<file path="src/rtl/reg_file_pkg.sv">
// Shared types and helpers for the register file with pending-write scoreboard.
// Busy vectors are carried at a fixed maximum width so one popcount serves any depth up to 256.
package reg_file_pkg;

    localparam int REG_ZERO_ADDR = 0;
    localparam int BUSY_MAX_W    = 256;

    typedef logic [BUSY_MAX_W-1:0] busy_vec_t;

    function automatic int unsigned popcount(input busy_vec_t v);
        int unsigned n;
        n = 0;
        for (int i = 0; i < BUSY_MAX_W; i++) begin
            n += 32'(v[i]);
        end
        return n;
    endfunction

endpackage

</file>
<file path="src/rtl/reg_file_read_port.sv">
// One read port: address decode, write bypass, zero-register mask, and busy lookup.
// With REG_FILE_SYNC_READ_EN defined the data and busy outputs are registered (1-cycle latency).
module reg_file_read_port
    import reg_file_pkg::*;
#(
    parameter int WIDTH    = 32,
    parameter int SELECTOR = 5,
    parameter int ZERO_REG = 1,
    parameter int DEPTH    = 2**SELECTOR
) (
`ifdef REG_FILE_SYNC_READ_EN
    input  logic                   i_clk,
    input  logic                   i_rst_n,
`endif
    input  logic [SELECTOR-1:0]    i_addr,
    input  logic [DEPTH*WIDTH-1:0] i_regs_flat,
    input  logic [DEPTH-1:0]       i_busy,
    input  logic                   i_wr_en,
    input  logic [SELECTOR-1:0]    i_wr_addr,
    input  logic [WIDTH-1:0]       i_wr_data,
    input  logic                   i_busy_set,
    input  logic [SELECTOR-1:0]    i_busy_reg,
    input  logic                   i_flush,
    output logic [WIDTH-1:0]       o_data,
    output logic                   o_busy
);

    logic             w_zero_hit;
    logic             w_bypass;
    logic             w_reset_same;
    logic [WIDTH-1:0] w_data;
    logic             w_busy;

    assign w_zero_hit   = (ZERO_REG != 0) && (i_addr == SELECTOR'(REG_ZERO_ADDR));
    assign w_bypass     = i_wr_en && (i_wr_addr == i_addr) && !w_zero_hit;
    // A same-edge re-issue to this register keeps it pending even though it is written now.
    assign w_reset_same = i_busy_set && !i_flush && (i_busy_reg == i_addr);

    always_comb begin
        w_data = i_regs_flat[i_addr*WIDTH +: WIDTH];
        w_busy = i_busy[i_addr];
        if (w_zero_hit) begin
            w_data = '0;
            w_busy = 1'b0;
        end else if (w_bypass) begin
            w_data = i_wr_data;
            w_busy = w_reset_same;
        end
    end

`ifdef REG_FILE_SYNC_READ_EN
    logic [WIDTH-1:0] r_data;
    logic             r_busy;

    always_ff @(posedge i_clk or negedge i_rst_n) begin
        if (!i_rst_n) begin
            r_data <= '0;
            r_busy <= 1'b0;
        end else begin
            r_data <= w_data;
            r_busy <= w_busy;
        end
    end

    assign o_data = r_data;
    assign o_busy = r_busy;
`else
    assign o_data = w_data;
    assign o_busy = w_busy;
`endif

endmodule

</file>
<file path="src/rtl/reg_file_scoreboard.sv">
// Multi-read-port register file with write bypass, optional hardwired zero register and
// per-register pending-write scoreboard. Optional registered reads: REG_FILE_SYNC_READ_EN.
module reg_file_scoreboard
    import reg_file_pkg::*;
#(
    parameter int WIDTH    = 32,
    parameter int SELECTOR = 5,
    parameter int NUM_READ = 2,
    parameter int ZERO_REG = 1
) (
    input  logic                         clk,
    input  logic                         rst,
    input  logic                         Reg_Write_i,
    input  logic [SELECTOR-1:0]          Write_Register_i,
    input  logic [WIDTH-1:0]             Write_Data_i,
    input  logic [NUM_READ*SELECTOR-1:0] Read_Register_i,
    output logic [NUM_READ*WIDTH-1:0]    Read_Data_o,
    output logic [NUM_READ-1:0]          Read_Busy_o,
    input  logic                         Busy_Set_i,
    input  logic [SELECTOR-1:0]          Busy_Register_i,
    input  logic                         Flush_i,
    output logic [SELECTOR:0]            Busy_Count_o
);

    localparam int DEPTH = 2**SELECTOR;
    localparam int CNT_W = SELECTOR + 1;

    logic [WIDTH-1:0]       r_regs [DEPTH];
    logic [DEPTH-1:0]       r_busy;
    logic [CNT_W-1:0]       r_busy_count;

    logic [DEPTH*WIDTH-1:0] w_regs_flat;
    logic [DEPTH-1:0]       w_busy_next;
    busy_vec_t              w_busy_ext;
    logic                   w_wr_zero;
    logic                   w_set_zero;

    assign w_wr_zero  = (ZERO_REG != 0) && (Write_Register_i == SELECTOR'(REG_ZERO_ADDR));
    assign w_set_zero = (ZERO_REG != 0) && (Busy_Register_i == SELECTOR'(REG_ZERO_ADDR));

    always_ff @(posedge clk or negedge rst) begin
        if (!rst) begin
            for (int i = 0; i < DEPTH; i++) begin
                r_regs[i] <= '0;
            end
        end else if (Reg_Write_i && !w_wr_zero) begin
            r_regs[Write_Register_i] <= Write_Data_i;
        end
    end

    // Clear on writeback first, then set, so a same-edge re-issue leaves the register pending.
    always_comb begin
        w_busy_next = r_busy;
        if (Flush_i) begin
            w_busy_next = '0;
        end else begin
            if (Reg_Write_i && !w_wr_zero) begin
                w_busy_next[Write_Register_i] = 1'b0;
            end
            if (Busy_Set_i && !w_set_zero) begin
                w_busy_next[Busy_Register_i] = 1'b1;
            end
        end
    end

    always_comb begin
        w_busy_ext = '0;
        w_busy_ext[DEPTH-1:0] = w_busy_next;
    end

    always_ff @(posedge clk or negedge rst) begin
        if (!rst) begin
            r_busy       <= '0;
            r_busy_count <= '0;
        end else begin
            r_busy       <= w_busy_next;
            r_busy_count <= CNT_W'(popcount(w_busy_ext));
        end
    end

    assign Busy_Count_o = r_busy_count;

    for (genvar i = 0; i < DEPTH; i++) begin : g_flat
        assign w_regs_flat[i*WIDTH +: WIDTH] = r_regs[i];
    end

    for (genvar k = 0; k < NUM_READ; k++) begin : g_rd
        reg_file_read_port #(
            .WIDTH    (WIDTH),
            .SELECTOR (SELECTOR),
            .ZERO_REG (ZERO_REG),
            .DEPTH    (DEPTH)
        ) u_rd (
`ifdef REG_FILE_SYNC_READ_EN
            .i_clk       (clk),
            .i_rst_n     (rst),
`endif
            .i_addr      (Read_Register_i[k*SELECTOR +: SELECTOR]),
            .i_regs_flat (w_regs_flat),
            .i_busy      (r_busy),
            .i_wr_en     (Reg_Write_i),
            .i_wr_addr   (Write_Register_i),
            .i_wr_data   (Write_Data_i),
            .i_busy_set  (Busy_Set_i),
            .i_busy_reg  (Busy_Register_i),
            .i_flush     (Flush_i),
            .o_data      (Read_Data_o[k*WIDTH +: WIDTH]),
            .o_busy      (Read_Busy_o[k])
        );
    end

endmodule

</file>
<file path="config.mk">
export PLATFORM = sky130hd
export DESIGN_NAME = reg_file_scoreboard
export DESIGN_NICKNAME = d
export VERILOG_FILES = /design/src/rtl/reg_file_pkg.sv /design/src/rtl/reg_file_read_port.sv /design/src/rtl/reg_file_scoreboard.sv
export SDC_FILE = /design/constraint.sdc
export NUM_CORES = 2
export LEC_CHECK = 0
export CORE_ASPECT_RATIO = 0.6
export CORE_MARGIN = 4
export CORE_UTILIZATION = 55
export CTS_BUF_LIST = sky130_fd_sc_hd__clkbuf_2 sky130_fd_sc_hd__clkbuf_4 sky130_fd_sc_hd__clkbuf_8
export DETAILED_ROUTE_END_ITERATION = 8
export PLACE_DENSITY = 0.76
export SLEW_MARGIN = 20
export SYNTH_ARGS = -nofsm -noshare
export SYNTH_HDL_FRONTEND = slang
export SYNTH_SLANG_ARGS = --single-unit
</file>
<file path="constraint.sdc">
create_clock -name clk -period 5.6 [get_ports clk]
set_clock_uncertainty 0.1 [all_clocks]
set_input_delay 1.12 -clock clk [delete_from_list [all_inputs] [get_ports clk]]
set_output_delay 1.12 -clock clk [all_outputs]
set_load 0.1 [all_outputs]
</file>
; ---- Yosys cells after proc, flatten, opt, wreduce, memory -nomap -nowiden
; Cells that the tools add are included.
[op_classes]
n_lt_le_gt_ge = 8
n_bitwise = 4
shift = 2
eq_ne = 4
reduce_logical = 21
add_sub_neg = 31
n_mux = 23
[ops]
columns = cell, count
row1 = indexed part select 1024 x 11 -> 32 bit, 2
row2 = bitwise mux 1024 bit, 1
row3 = 2-to-1 mux 32 bit, 9
row4 = demux 32 bit (select 5 bit), 1
row5 = adder 6 x 1 -> 6 bit, 26
row6 = AND 32 bit, 1
row7 = NOT 32 bit, 1
row8 = OR 32 bit, 1
row9 = less-than comparator 5 x 6 -> 1 bit (second input constant), 4
row10 = equality test 5 bit, 4
row11 = zero test 5 bit, 4
row12 = logical AND 1 bit, 12
row13 = binary-select mux 1 bit (select 5 bit), 2
row14 = demux 1 bit (select 5 bit), 2
row15 = >= comparator 5 x 1 -> 1 bit (second input constant), 2
row16 = 2-to-1 mux 1 bit, 8
row17 = adder 5 x 1 -> 6 bit, 1
row18 = >= comparator 6 bit (second input constant), 1
row19 = less-than comparator 6 x 1 -> 1 bit (second input constant), 1
row20 = NOT 5 -> 6 bit, 1
row21 = adder 4 x 1 -> 5 bit, 1
row22 = zero test 1 bit, 5
row23 = adder 3 x 1 -> 4 bit, 1
row24 = adder 2 x 1 -> 3 bit, 1
row25 = adder 1 x 1 -> 2 bit, 1
[totals]
output_inout_bits = 72
ff_bits = 1062
elab_cells = 127
in_bits = 57

; ---- Logic depth before layout (Yosys ltp)
[depth]
ltp_word = 42
depth_mapped = 24
mapped_depth_nobuf = 21

; ---- Modules after synthesis
; A second synthesis with hierarchy kept.
[hier_totals]
hier_cells = 4174
area_unflattened_um2 = 58557.4
[by_module_without_submodules]
columns = module, cells_per_inst, area_each_um2, instances
row1 = reg_file_scoreboard, 2512, 40490.1, 1
row2 = reg_file_read_port, 831, 9033.7, 2

; ---- Worst setup path after synthesis
; No wires, ideal clock.
[synth_path]
path_kind = input-to-output
start = in Read_Register_i[2]
end = out Read_Data_o[19]
t_arrival_ns = 5.327
cell_stages = 7
n_path_buf = 4
path_slack_ns = -0.947
t_required_ns = 4.380
path_cell_list = buf_2 -> buf_2 -> clkbuf_1 -> buf_2 -> nand3_1 -> o21a_1 -> o41ai_1
[synth_via]
elab_chain_len = 5
elab_cells_between_ends = 8
classes_between = 1 x eq/ne / 1 x shift / 2 x mux / 4 x reduce/logical
[synth_lines]
columns = element, line
row1 = "start, declared", reg_file_scoreboard.sv:16  ; input logic [NUM_READ*SELECTOR-1:0] Read_Register_i,
row2 = branches (longest 4 deep; another with indexed part select 1024 x 11 -> 32 bit), --
row3 = 2-to-1 mux 32 bit *, reg_file_read_port.sv:42  ; if (w_zero_hit) begin
row4 = "end, declared", reg_file_scoreboard.sv:17  ; output logic [NUM_READ*WIDTH-1:0] Read_Data_o,
; Every way passes the cells marked *.

; ---- Final worst setup path
[layout_path]
start = in Write_Register_i[1]
end = reg r_busy_count[4] (netlist: Busy_Count_o[4])
[layout_via]
elab_chain_len = 42
elab_cells_between_ends = 46
classes_between = 31 x add/sub / 2 x order compare / 6 x mux / 3 x bitwise / 4 x reduce/logical
[layout_lines]
columns = element, line
row1 = "start, declared", reg_file_scoreboard.sv:14  ; input logic [SELECTOR-1:0] Write_Register_i,
row2 = less-than comparator 5 x 6 -> 1 bit (not written as such) / >= comparator 5 x 1 -> 1 bit (equally long branches), reg_file_scoreboard.sv:58  ; w_busy_next[Write_Register_i] = 1'b0;
row3 = logical AND 1 bit (not written as such), reg_file_scoreboard.sv:58
row4 = 2-to-1 mux 1 bit (not written as such), reg_file_scoreboard.sv:58
row5 = demux 1 bit (select 5 bit), reg_file_scoreboard.sv:58
row6 = NOT 32 bit (no source line), --
row7 = AND 32 bit (no source line), --
row8 = 2-to-1 mux 32 bit *, reg_file_scoreboard.sv:57  ; if (Reg_Write_i && !w_wr_zero) begin
row9 = 2-to-1 mux 32 bit *, reg_file_scoreboard.sv:54  ; if (Flush_i) begin
row10 = (+2 left out), --
row11 = 2-to-1 mux 32 bit *, reg_file_scoreboard.sv:54
row12 = adder 1 x 1 -> 2 bit, reg_file_pkg.sv:14  ; n += 32'(v[i]);
row13 = adder 2 x 1 -> 3 bit, reg_file_pkg.sv:14
row14 = adder 3 x 1 -> 4 bit, reg_file_pkg.sv:14
row15 = adder 4 x 1 -> 5 bit, reg_file_pkg.sv:14
row16 = adder 5 x 1 -> 6 bit, reg_file_pkg.sv:14
row17 = adder 6 x 1 -> 6 bit (25 in a row), reg_file_pkg.sv:14
row18 = adder 6 x 1 -> 6 bit *, reg_file_pkg.sv:14
row19 = "end signal, assigned", reg_file_scoreboard.sv:77  ; r_busy_count <= CNT_W'(popcount(w_busy_ext));
row20 = "end, declared", reg_file_scoreboard.sv:30  ; logic [CNT_W-1:0] r_busy_count;
; Every way passes the cells marked *; elsewhere a longest branch is shown, timed or not. The select of a mux whose other input is x is not followed.
; A chain may end at the register's enable or synchronous reset.

==> qor.csv <==
stage,metric,value,unit
sta,tightest_slew,1080,ps
pwr,intPower,0.0158,W
logic_synthesis,syn-num-nets,4100,
cells_and_area,final_nets,4240,
critical_path,crit_path_start_kind,primary input,
critical_path,cp.required,6270,ps
cts,clockRootBuffer,clkbuf_8,
placement,io_buffers,128,
logic_synthesis,synth_top_area_frac,0.462,
logic_synthesis,synth_common_cells,"1103 x mux2_2, 1062 x dfrtp_1, 458 x mux4_2, 244 x clkbuf_1, 147 x buf_2",
floorplanning,core-area,103000,um2
cts,h-tree-depth,4,
cts,cts_buffers,159,
logic_synthesis,ys_types,59,
cts,cts_tree,built,
global_routing,antenna_found_initial,11,
routing,drt_pre_antenna_iters,6,
sta,fin_crit_sh,0.979,
routing,detail-route-antenna-nets,0,
floorplanning,initial_core_util,0.557,
logic_synthesis,synthArstFlopShare,1.00,
logic_synthesis,syn_inst,4012,
logic_synthesis,ys_ff_latch,1062,
run_status,status,finished clean,
critical_path,end_kind,flip-flop,
cells_and_area,drive_gt1_frac,0.543,
cts,clkLatencyLatePin,890,ps
critical_path,path_cells,dlygate4sd2_1 -> buf_4 -> nand3_2 -> o21ai_0 -> a21o_1 -> fa_2 -> fa_1 -> fa_1 -> inv_1 -> fa_1 -> fa_1 -> fa_1 -> ha_2 -> inv_2 -> fa_2 -> inv_1 -> a21o_1 -> a21oi_2 -> xnor2_1,
sta,fin_ws,116,ps
global_routing,grt_overflow,0,
critical_path,rr_worst_depth,16,
critical_path,crit_buf_inv,5,
critical_path,critPathMaxStageDelay,560,ps
routing,drtIter0Drc,5413,
routing,vias,40200,
placement,gp_congestion,0.949,
floorplanning,die_area,110000,um2
logic_synthesis,ys.flop_type,dfrtp_1,
logic_synthesis,synth_edf_count,0,
cts,cts.sinks,1062,
floorplanning,io_pins,129,
sta,max-slew-margin-rel,0.279,
global_routing,track_usage,0.350,
cells_and_area,area_growth,14.6,%
pwr,swShare,0.305,
sta,hold_violations,0,
job,drv_cap,0,
critical_path,r2r_end,Busy_Count_o[4],
logic_synthesis,syn_area,57500,um2
cts,cts_max_path_buffers,3,
critical_path,cpLargestDelayFamily,adder cells,
critical_path,worstPathArrival,6150,ps
critical_path,r2r_slack,570,ps
logic_synthesis,synth_warnings,0,
pwr,power.switching,0.00693,W
routing,vias_per_cell,7.08,
critical_path,worstPathMaxFanout,8,
pwr,p_leak,28.9,nW
pwr,pwr-share-seq,0.447,
logic_synthesis,ys_top_cells_by_area,"dfrtp_1 46%, mux2_2 22%, mux4_2 18%",
pwr,combPwrFrac,0.247,
global_routing,grt_pass1_vias,40400,
critical_path,cp_common_cell,fa_1,
critical_path,cp_slowest_cell,fa_1,
pwr,ir_drop,269,uV
routing,drcViolationCount,0,
floorplanning,rows,91,
pwr,clkPwrFrac,0.306,
global_routing,grt_pass1_wl,281000,um
logic_synthesis,yosysMostFrequentCell,mux2_2,
critical_path,crit_type,primary input to flip-flop,
logic_synthesis,ys_seq_area_frac,0.462,
sta,max_freq,0.182,GHz
sta,setup_violations,0,
critical_path,rr_startpoint,r_busy[17],
logic_synthesis,yosys.area.top_type,dfrtp_1,
placement,dp_slack,-1170,ps
worst_hold_path,hold_path.class,primary input to asynchronous set/reset pin,
routing,wl,192000,um
pwr,p_per_area,345,nW/um2
cts,clk_pin_slew_worst_paths,70,ps
sta,holdWs,167,ps
sta,fin_crit,5480,ps
floorplanning,die_w,426,um
routing,wire_per_inst,33.7,um
global_routing,grt_max_degree,128,
sta,slew_viol_final,0,
logic_synthesis,syn_avg_cell_area,14.3,um2
placement,dp_hpwl,116000,um
floorplanning,die_y,259,um
[flip-flops by register name (all words and copies together), names as in the netlist]
name / cells
Busy_Count_o: 6
r_busy: 32
r_regs: 1024
[worst max path at each step]
stage / end / slack (ps) / startpoint / cells past startpoint
6_report: Busy_Count_o[4] / 120 / Write_Register_i[1] / 19
5_1_grt: Busy_Count_o[4] / -10 / Write_Register_i[1] / 19
4_1_cts: Busy_Count_o[4] / 20 / Reg_Write_i / 21
3_5_place_dp: Busy_Count_o[4] / -1170 / Write_Register_i[3] / 21
3_3_place_gp: Busy_Count_o[4] / -1130 / Write_Register_i[3] / 21
2_1_floorplan: Busy_Count_o[4] / -590 / Write_Register_i[0] / 22
[metrics by stage]
step	cells	setup TNS (ps)	total power, W	area [um2]	util
after floorplan	4012	-2260	0.0139	57700	-
after global placement	5377	-5600	0.0155	62300	0.603
after detailed placement	5377	-5780	0.0158	62300	0.603
after CTS	5663	0	0.0227	65800	0.637
after global routing	5675	-10.9	0.0236	65900	0.638
final	5678	0	0.0227	65900	0.638
[cells in the final DEF (no fill, tap or decap), types with 9 or more instances in the layout]
| cell | synthesis | final |
|---|---|---|
| a221oi_1 | 16 | 16 |
| fa_1 | 24 | 22 |
| nand2_2 | 0 | 15 |
| dfrtp_1 | 1062 | 1062 |
| diode_2 | 0 | 9 |
| mux2i_1 | 53 | 53 |
| o221ai_1 | 22 | 22 |
| a21o_1 | 16 | 16 |
| buf_12 | 0 | 111 |
| a22oi_1 | 109 | 106 |
| o22ai_1 | 86 | 86 |
| xnor2_1 | 21 | 21 |
| a22o_1 | 30 | 30 |
| nand2_1 | 74 | 52 |
| mux2_2 | 1103 | 1103 |
| clkbuf_8 | 0 | 207 |
| nor2_1 | 135 | 117 |
| clkbuf_4 | 0 | 42 |
| o21ai_0 | 44 | 39 |
| nor2_4 | 0 | 13 |
| inv_1 | 45 | 43 |
| buf_4 | 28 | 253 |
| clkdlybuf4s50_1 | 0 | 39 |
| nand3_1 | 10 | 9 |
| a21oi_1 | 40 | 38 |
| nand4_1 | 28 | 28 |
| mux4_2 | 458 | 458 |
| clkinv_2 | 0 | 23 |
| nor4_1 | 17 | 17 |
| a2111oi_0 | 17 | 17 |
| nor2b_1 | 18 | 14 |
| buf_6 | 4 | 10 |
| nor3_1 | 48 | 45 |
[layer usage]
layer / vias to the layer above / global-route usage / routed length, um
met1: 21100 / 0.503 / 75300
li1: 15700 / - / -
met2: 2788 / 0.475 / 79900
met5: - / 0 / 101
met3: 546 / 0.143 / 27900
met4: 12 / 0.140 / 8290
[power by group through the flow]
stage,sequential (W),combinational (W),clock (W)
2_1_floorplan,0.00985,0.00403,0
3_3_place_gp,0.0101,0.00542,0
4_1_cts,0.0101,0.00557,0.00700
5_1_grt,0.0103,0.00591,0.00733
3_5_place_dp,0.0102,0.00554,0
6_report,0.0102,0.00562,0.00695
[logic make-up (layout without fill, tap and decap cells)]
logic type / Yosys count / count (layout) / share of synthesized area
AOI/OAI and AO/OA: 400 / 400 / 0.0486
xor gates and xnor gates: 23 / 23 / 0.00350
adders and majority gates: 31 / 31 / 0.00987
buffers and inverters: 500 / 762 / 0.0384
DFF: 1062 / 1062 / 0.462
muxes: 1618 / 1618 / 0.406
other: 0 / 9 / 0
and+or+nand+nor: 378 / 378 / 0.0318
[what timing repair did]
action,in CTS,in global routing
gates resized for setup,23,43
pin swaps,9,21
buffers inserted,3,5
hold buffers,0,0
endpoints found under the setup margin,5,5
[final cells by class]
class                      count  area [um2]
antenna                        9        22.5
clock buffer                 249        3160
clock inverter                34         269
fill                        7471       37400
inverter                      46         173
multi-input combinational   2450       29200
sequential                  1062       26600
tap                         1395        1750
timing repair buffer         433        4810
Note: power is estimated with default switching activity, not from simulation.
